## config.mk

```make
export PLATFORM = sky130hd
export DESIGN_NAME = template_match_ctrl_flat
export DESIGN_NICKNAME = d
export VERILOG_FILES = /design/src/rtl/template_match_ctrl_if.sv /design/src/rtl/template_match_ctrl.sv /design/src/flat_wrapper.sv
export SDC_FILE = /design/constraint.sdc
export NUM_CORES = 1
export LEC_CHECK = 0
export CAP_MARGIN = 25
export CORE_UTILIZATION = 28
export CTS_BUF_LIST = sky130_fd_sc_hd__clkbuf_8
export DETAILED_ROUTE_END_ITERATION = 8
export GPL_TIMING_DRIVEN = 0
export PLACE_DENSITY_LB_ADDON = 0.15
export SYNTH_ARGS = -nofsm -noshare
export SYNTH_HDL_FRONTEND = slang
export SYNTH_SLANG_ARGS = --single-unit
```

## constraint.sdc

```tcl
create_clock -name CLK -period 1.85 [get_ports CLK]
set_input_delay 0.555 -clock CLK [delete_from_list [all_inputs] [get_ports CLK]]
set_output_delay 0.555 -clock CLK [all_outputs]
set_load 0.005 [all_outputs]
```

## src/rtl/template_match_ctrl_if.sv

```systemverilog
// template_match_if: line, accumulator and result signals; master = controller, slave = source/datapath/consumer
interface template_match_if #(
  parameter int NUM_OF_LINES = 5,
  parameter int NUM_TEMPLATES = 4,
  parameter int ACC_W = 21
);
  logic line_valid;
  logic line_ready;
  logic acc_clear;
  logic acc_en;
  logic [$clog2(NUM_OF_LINES)-1:0] line_idx;
  logic [ACC_W-1:0] acc_sum_I_square;
  logic [ACC_W-1:0] acc_sum_I;
  logic [NUM_TEMPLATES-1:0][ACC_W-1:0] acc_sum_TxI;
  logic res_valid;
  logic res_ready;
  logic [ACC_W-1:0] res_sum_I_square;
  logic [ACC_W-1:0] res_sum_I;
  logic [NUM_TEMPLATES-1:0][ACC_W-1:0] res_sum_TxI;
  logic [15:0] frame_cnt;
  modport master (
    input line_valid, acc_sum_I_square, acc_sum_I, acc_sum_TxI, res_ready,
    output line_ready, acc_clear, acc_en, line_idx, res_valid, res_sum_I_square, res_sum_I, res_sum_TxI, frame_cnt
  );
  modport slave (
    output line_valid, acc_sum_I_square, acc_sum_I, acc_sum_TxI, res_ready,
    input line_ready, acc_clear, acc_en, line_idx, res_valid, res_sum_I_square, res_sum_I, res_sum_TxI, frame_cnt
  );
endinterface

```

## src/rtl/template_match_ctrl.sv

```systemverilog
// template_match_ctrl: frame sequencer for the template-match accumulators; ports CLK, reset (sync active-low), bus (line valid/ready/idx, acc clear/en/sums, held result valid/ready/sums, frame_cnt)
module template_match_ctrl #(
  parameter int NUM_OF_LINES = 5,
  parameter int LINE_SIZE = 4,
  parameter int PIXEL_SIZE = 8,
  parameter int NUM_TEMPLATES = 4,
  parameter int ACC_LATENCY = 2,
  parameter int ACC_W = $clog2(NUM_OF_LINES) + $clog2(LINE_SIZE) + 2 * PIXEL_SIZE
) (
  input logic CLK,
  input logic reset,
  template_match_if.master bus
);
  localparam int LW = $clog2(NUM_OF_LINES);
  localparam int DW = ACC_LATENCY > 1 ? $clog2(ACC_LATENCY) : 1;
  typedef enum logic [1:0] {CLEAR, ACCUM, DRAIN} state_t;
  state_t state, state_nxt;
  logic [LW-1:0] line_cnt, line_cnt_nxt;
  logic [DW-1:0] drain_cnt, drain_cnt_nxt;
  logic last_line, drain_done, capture;
  assign bus.acc_clear = state == CLEAR || !reset;
  assign bus.line_ready = state == ACCUM;
  assign bus.acc_en = bus.line_valid && bus.line_ready;
  assign bus.line_idx = line_cnt;
  assign last_line = line_cnt == LW'(NUM_OF_LINES - 1);
  assign drain_done = drain_cnt == DW'(ACC_LATENCY - 1);
  assign capture = state == DRAIN && drain_done && (!bus.res_valid || bus.res_ready);
  always_comb begin
    state_nxt = state == CLEAR ? ACCUM
              : state == ACCUM && bus.acc_en && last_line ? DRAIN
              : capture ? CLEAR : state;
    line_cnt_nxt = bus.acc_en ? (last_line ? '0 : line_cnt + 1'b1) : line_cnt;
    drain_cnt_nxt = state != DRAIN ? '0 : drain_done ? drain_cnt : drain_cnt + 1'b1;
  end
  always_ff @(posedge CLK) begin
    if (!reset) begin
      state <= CLEAR;
      line_cnt <= '0;
      drain_cnt <= '0;
      bus.res_valid <= 1'b0;
      bus.res_sum_I <= ACC_W'(0);
      bus.res_sum_I_square <= ACC_W'(0);
      bus.res_sum_TxI <= {NUM_TEMPLATES{ACC_W'(0)}};
      bus.frame_cnt <= '0;
    end else begin
      state <= state_nxt;
      line_cnt <= line_cnt_nxt;
      drain_cnt <= drain_cnt_nxt;
      if (capture) begin
        bus.res_valid <= 1'b1;
        bus.res_sum_I <= bus.acc_sum_I;
        bus.res_sum_I_square <= bus.acc_sum_I_square;
        bus.res_sum_TxI <= bus.acc_sum_TxI;
        bus.frame_cnt <= bus.frame_cnt + 1'b1;
      end else if (bus.res_ready) begin
        bus.res_valid <= 1'b0;
      end
    end
  end
endmodule

```

## src/flat_wrapper.sv

```systemverilog
// flat-port wrapper written by rule: the top's interface ports become plain ports
module template_match_ctrl_flat 
#(
  parameter int NUM_OF_LINES = 5,
  parameter int LINE_SIZE = 4,
  parameter int PIXEL_SIZE = 8,
  parameter int NUM_TEMPLATES = 4,
  parameter int ACC_LATENCY = 2,
  parameter int ACC_W = $clog2(NUM_OF_LINES) + $clog2(LINE_SIZE) + 2 * PIXEL_SIZE
)
  (CLK, reset, bus_line_valid, bus_acc_sum_I_square, bus_acc_sum_I, bus_acc_sum_TxI, bus_res_ready, bus_line_ready, bus_acc_clear, bus_acc_en, bus_line_idx, bus_res_valid, bus_res_sum_I_square, bus_res_sum_I, bus_res_sum_TxI, bus_frame_cnt);
  template_match_if #(.NUM_OF_LINES(NUM_OF_LINES), .NUM_TEMPLATES(NUM_TEMPLATES), .ACC_W(ACC_W)) bus_i ();
  input logic CLK;
  input logic reset;
  input wire logic [$bits(bus_i.line_valid)-1:0] bus_line_valid;
  input wire logic [$bits(bus_i.acc_sum_I_square)-1:0] bus_acc_sum_I_square;
  input wire logic [$bits(bus_i.acc_sum_I)-1:0] bus_acc_sum_I;
  input wire logic [$bits(bus_i.acc_sum_TxI)-1:0] bus_acc_sum_TxI;
  input wire logic [$bits(bus_i.res_ready)-1:0] bus_res_ready;
  output wire logic [$bits(bus_i.line_ready)-1:0] bus_line_ready;
  output wire logic [$bits(bus_i.acc_clear)-1:0] bus_acc_clear;
  output wire logic [$bits(bus_i.acc_en)-1:0] bus_acc_en;
  output wire logic [$bits(bus_i.line_idx)-1:0] bus_line_idx;
  output wire logic [$bits(bus_i.res_valid)-1:0] bus_res_valid;
  output wire logic [$bits(bus_i.res_sum_I_square)-1:0] bus_res_sum_I_square;
  output wire logic [$bits(bus_i.res_sum_I)-1:0] bus_res_sum_I;
  output wire logic [$bits(bus_i.res_sum_TxI)-1:0] bus_res_sum_TxI;
  output wire logic [$bits(bus_i.frame_cnt)-1:0] bus_frame_cnt;
  assign bus_i.line_valid = bus_line_valid;
  assign bus_i.acc_sum_I_square = bus_acc_sum_I_square;
  assign bus_i.acc_sum_I = bus_acc_sum_I;
  assign bus_i.acc_sum_TxI = bus_acc_sum_TxI;
  assign bus_i.res_ready = bus_res_ready;
  assign bus_line_ready = bus_i.line_ready;
  assign bus_acc_clear = bus_i.acc_clear;
  assign bus_acc_en = bus_i.acc_en;
  assign bus_line_idx = bus_i.line_idx;
  assign bus_res_valid = bus_i.res_valid;
  assign bus_res_sum_I_square = bus_i.res_sum_I_square;
  assign bus_res_sum_I = bus_i.res_sum_I;
  assign bus_res_sum_TxI = bus_i.res_sum_TxI;
  assign bus_frame_cnt = bus_i.frame_cnt;
  template_match_ctrl #(.NUM_OF_LINES(NUM_OF_LINES), .LINE_SIZE(LINE_SIZE), .PIXEL_SIZE(PIXEL_SIZE), .NUM_TEMPLATES(NUM_TEMPLATES), .ACC_LATENCY(ACC_LATENCY), .ACC_W(ACC_W)) u_core (.CLK(CLK), .reset(reset), .bus(bus_i));
endmodule
```

==> out/qor.csv <==
metric;value;unit
rows;50;
fmaxAchievable;553.2;MHz
startpoint_type;input pin;
grt-ovfl-total;0;
hp-class;register to register;
maxCapViolCount;0;
synth_edf_count;0;
rsz0062_at_grt;no;
slew_violations;0;
cp_common_cell;dlygate4sd2_1;
timing.final.hold_violations;0;
cts_root_buf;clkbuf_8;
clk_latency;0.45;ns
ioPinCount;279;
crit_required;1.29;ns
die_w;139.9;um
netlist_area;5328;sq um
clk_pin_slew;0.08;ns
power.internal;4.387;mW
clock_skew;0.01709;ns
routed_wl;17190;um
yosysSeqAreaShare;55.99;%
dpl.cell_count;1184;
ys_types;31;
p_seq_share;55.2;%
first_iter_violations;134;
synth.avg_cell_area;7.928;sq um
routed_via_density;4.422;
worst_path_largest_cell_delay;0.31;ns
track_usage;17.87;%
wl_per_cell;13.97;um
cts_tree;yes;
drcViolationCount;0;
postRouteAntennaNets;0;
postCtsHoldBufs;0;
dr.pass1.iters;4;
portBuffers;278;
initial_core_util;28.48;%
clockBufferDepth;2;
post-route-period-util;97.71;%
numClockSinks;149;
cts_buffers;17;
setup_violations;0;
yosysMostFrequentCell;nand2_1;
antenna_cells;0;
p_comb_share;6.4;%
powerDensity;657.0;nW/um^2
area_delta_synth_final;65.76;%
synthArstFlopShare;0;%
instances_no_fill;1231;
worst_setup_path_end_kind;output pin;
timing.slew.headroom;60.89;%
fin_crit;1.808;ns
hold_slack;0.4517;ns
vias;5444;
grt_max_degree;17;
grt_antenna_before_repair;0;
synth_nets;805;
syn_inst;672;
die_area;19580;sq um
p_leak;3.802;nW
path_max_fanout;5;
sw_frac_of_total;24.39;%
worstMarginPinSlew;0.5866;ns
ir_drop;0.3810;mV
synthTopCellsByArea;dfxtp_1, nand2_1, a21oi_1;
final_util;47.21;%
crit_type;input pin to output pin;
path_cells;dlygate4sd2_1 -> o21ai_2 -> dlygate4sd2_1;
synth_top_area_share;55.99;%
synth-seq-cells;149;
yosysTopAreaCell;dfxtp_1;
outcome;completed;
cts_max_level;4;
critPathSlowestCell;dlygate4sd2_1;
yosysWarningCount;0;
dp_hpwl;12530;um
grt_pass1_wl;27240;um
design.core.area;18710;sq um
nets;1117;
drive_gt1_share;14.24;%
first_global_vias;5236;
ys_top_cells_by_count;nand2_1, dfxtp_1, a21oi_1, clkbuf_1, nor2_1;
die_h;139.9;um
ys.flop_type;dfxtp_1;
p_sw;1.415;mW
place_congestion;0.7276;
share_clk_of_total_power;38.4;%
critPathArrivalTime;1.25;ns
==> worst paths after layout <==
check	depth (start not counted)	startpoint	endpoint	slack, ns
worst min-delay path	2	u_core.bus.res_sum_TxI[73]	u_core.bus.res_sum_TxI[73]	0.45
worst min register to register	2	u_core.bus.res_sum_TxI[73]	u_core.bus.res_sum_TxI[73]	0.45
worst max register to register	6	u_core.state[1]	u_core.bus.frame_cnt[13]	0.14
worst max-delay path	3	reset	bus_acc_clear	0.04
==> through the flow <==
| stage | worst slack, ns | total power, mW | cell area, sq um | setup TNS, ns |
|---|---|---|---|---|
| 3_5_place_dp | -0.9649 | 3.665 | 8403 | -112.21 |
| 4_1_cts | 0.0001135 | 5.913 | 8780 | 0 |
| 6_report | 0.04230 | 5.802 | 8831 | 0 |
| 3_3_place_gp | -0.9411 | 3.666 | 8403 | -110.08 |
| 2_1_floorplan | 0.06264 | 3.348 | 5328 | 0 |
| 5_1_grt | 0.001752 | 6.104 | 8831 | 0 |
==> logic make-up (layout without fill, tap and decap cells) <==
kind of cell / Yosys count / in the layout / share of synthesized area [%]
compound gates: 151 / 151 / 14.28
xor+xnor: 6 / 6 / 0.9864
fa+ha+maj: 3 / 3 / 0.7046
buf+inv: 52 / 377 / 3.781
flops: 149 / 149 / 55.99
mux: 1 / 1 / 0.1879
simple gates: 310 / 310 / 24.07
==> worst max-delay path, delay by kind of cell <==
family                 cells  cell delay [ns]
buffers and inverters      2             0.59
AOI/OAI and AO/OA          1             0.10
==> registers in the layout, summed over array words and instances, names as in the netlist <==
register,count
u_core.bus.res_sum_I,21
u_core.bus.res_valid,1
u_core.bus.res_sum_TxI,84
u_core.state,2
u_core.bus.res_sum_I_square,21
u_core.drain_cnt,1
u_core.bus.line_idx,3
u_core.bus.frame_cnt,16
==> per-layer routing <==
metal	track usage (%)	up-vias	part of all wire [%]
met5	0	-	0
met3	7.863	12	9.4
met1	20.25	2426	42
met2	30.21	184	48
li1	-	2822	-
met4	5.379	0	0.94
==> layout by cell type, fill, tap and decap left out, drive strengths merged <==
master | synthesis | final
o31ai | 2 | 2
dfxtp | 149 | 149
or3 | 7 | 7
ha | 3 | 3
clkdlybuf4s15 | 0 | 1
inv | 5 | 8
mux2i | 1 | 1
and2 | 3 | 3
nor4b | 1 | 1
nor3b | 1 | 1
a21oi | 141 | 141
and4 | 1 | 1
and3 | 2 | 2
buf | 6 | 23
nand3b | 2 | 2
nand4 | 6 | 6
clkbuf | 41 | 57
nand2 | 262 | 262
xnor2 | 2 | 2
dlygate4sd2 | 0 | 146
xor2 | 4 | 4
and2b | 2 | 2
dlymetal6s2s | 0 | 4
and3b | 2 | 2
clkdlybuf4s50 | 0 | 126
nor2 | 10 | 10
nor4 | 1 | 1
nand2b | 4 | 4
nand3 | 4 | 4
clkinv | 0 | 8
clkinvlp | 0 | 4
or4 | 2 | 2
o21ai | 8 | 8
==> power by group through the flow <==
stage / Sequential, mW / Combinational, mW / Clock (mW)
after floorplan: 3.29 / 0.0617 / 0
after global placement: 3.29 / 0.379 / 0
after detailed placement: 3.29 / 0.378 / 0
after CTS: 3.20 / 0.378 / 2.33
after global routing: 3.20 / 0.403 / 2.50
final: 3.20 / 0.373 / 2.23
==> repair_timing <==
| action | in CTS | in global routing |
|---|---|---|
| gates resized for setup | 240 | 13 |
| gates cloned | 0 | 1 |
| pin swaps | 0 | 1 |
| endpoints found under the setup margin | 271 | 127 |
| buffers inserted | 13 | 2 |
==> cell type report <==
type	instances	area, sq um
multi-input cells	471	2160
fillers	1969	9874
clock inverters	15	110.1
well taps	234	292.8
flip-flops and latches	149	3068
plain buffers	46	219.0
clock buffers	17	234.0
repair buffers	294	2729
inverters	5	18.77
(Power assumes the default switching activity.)
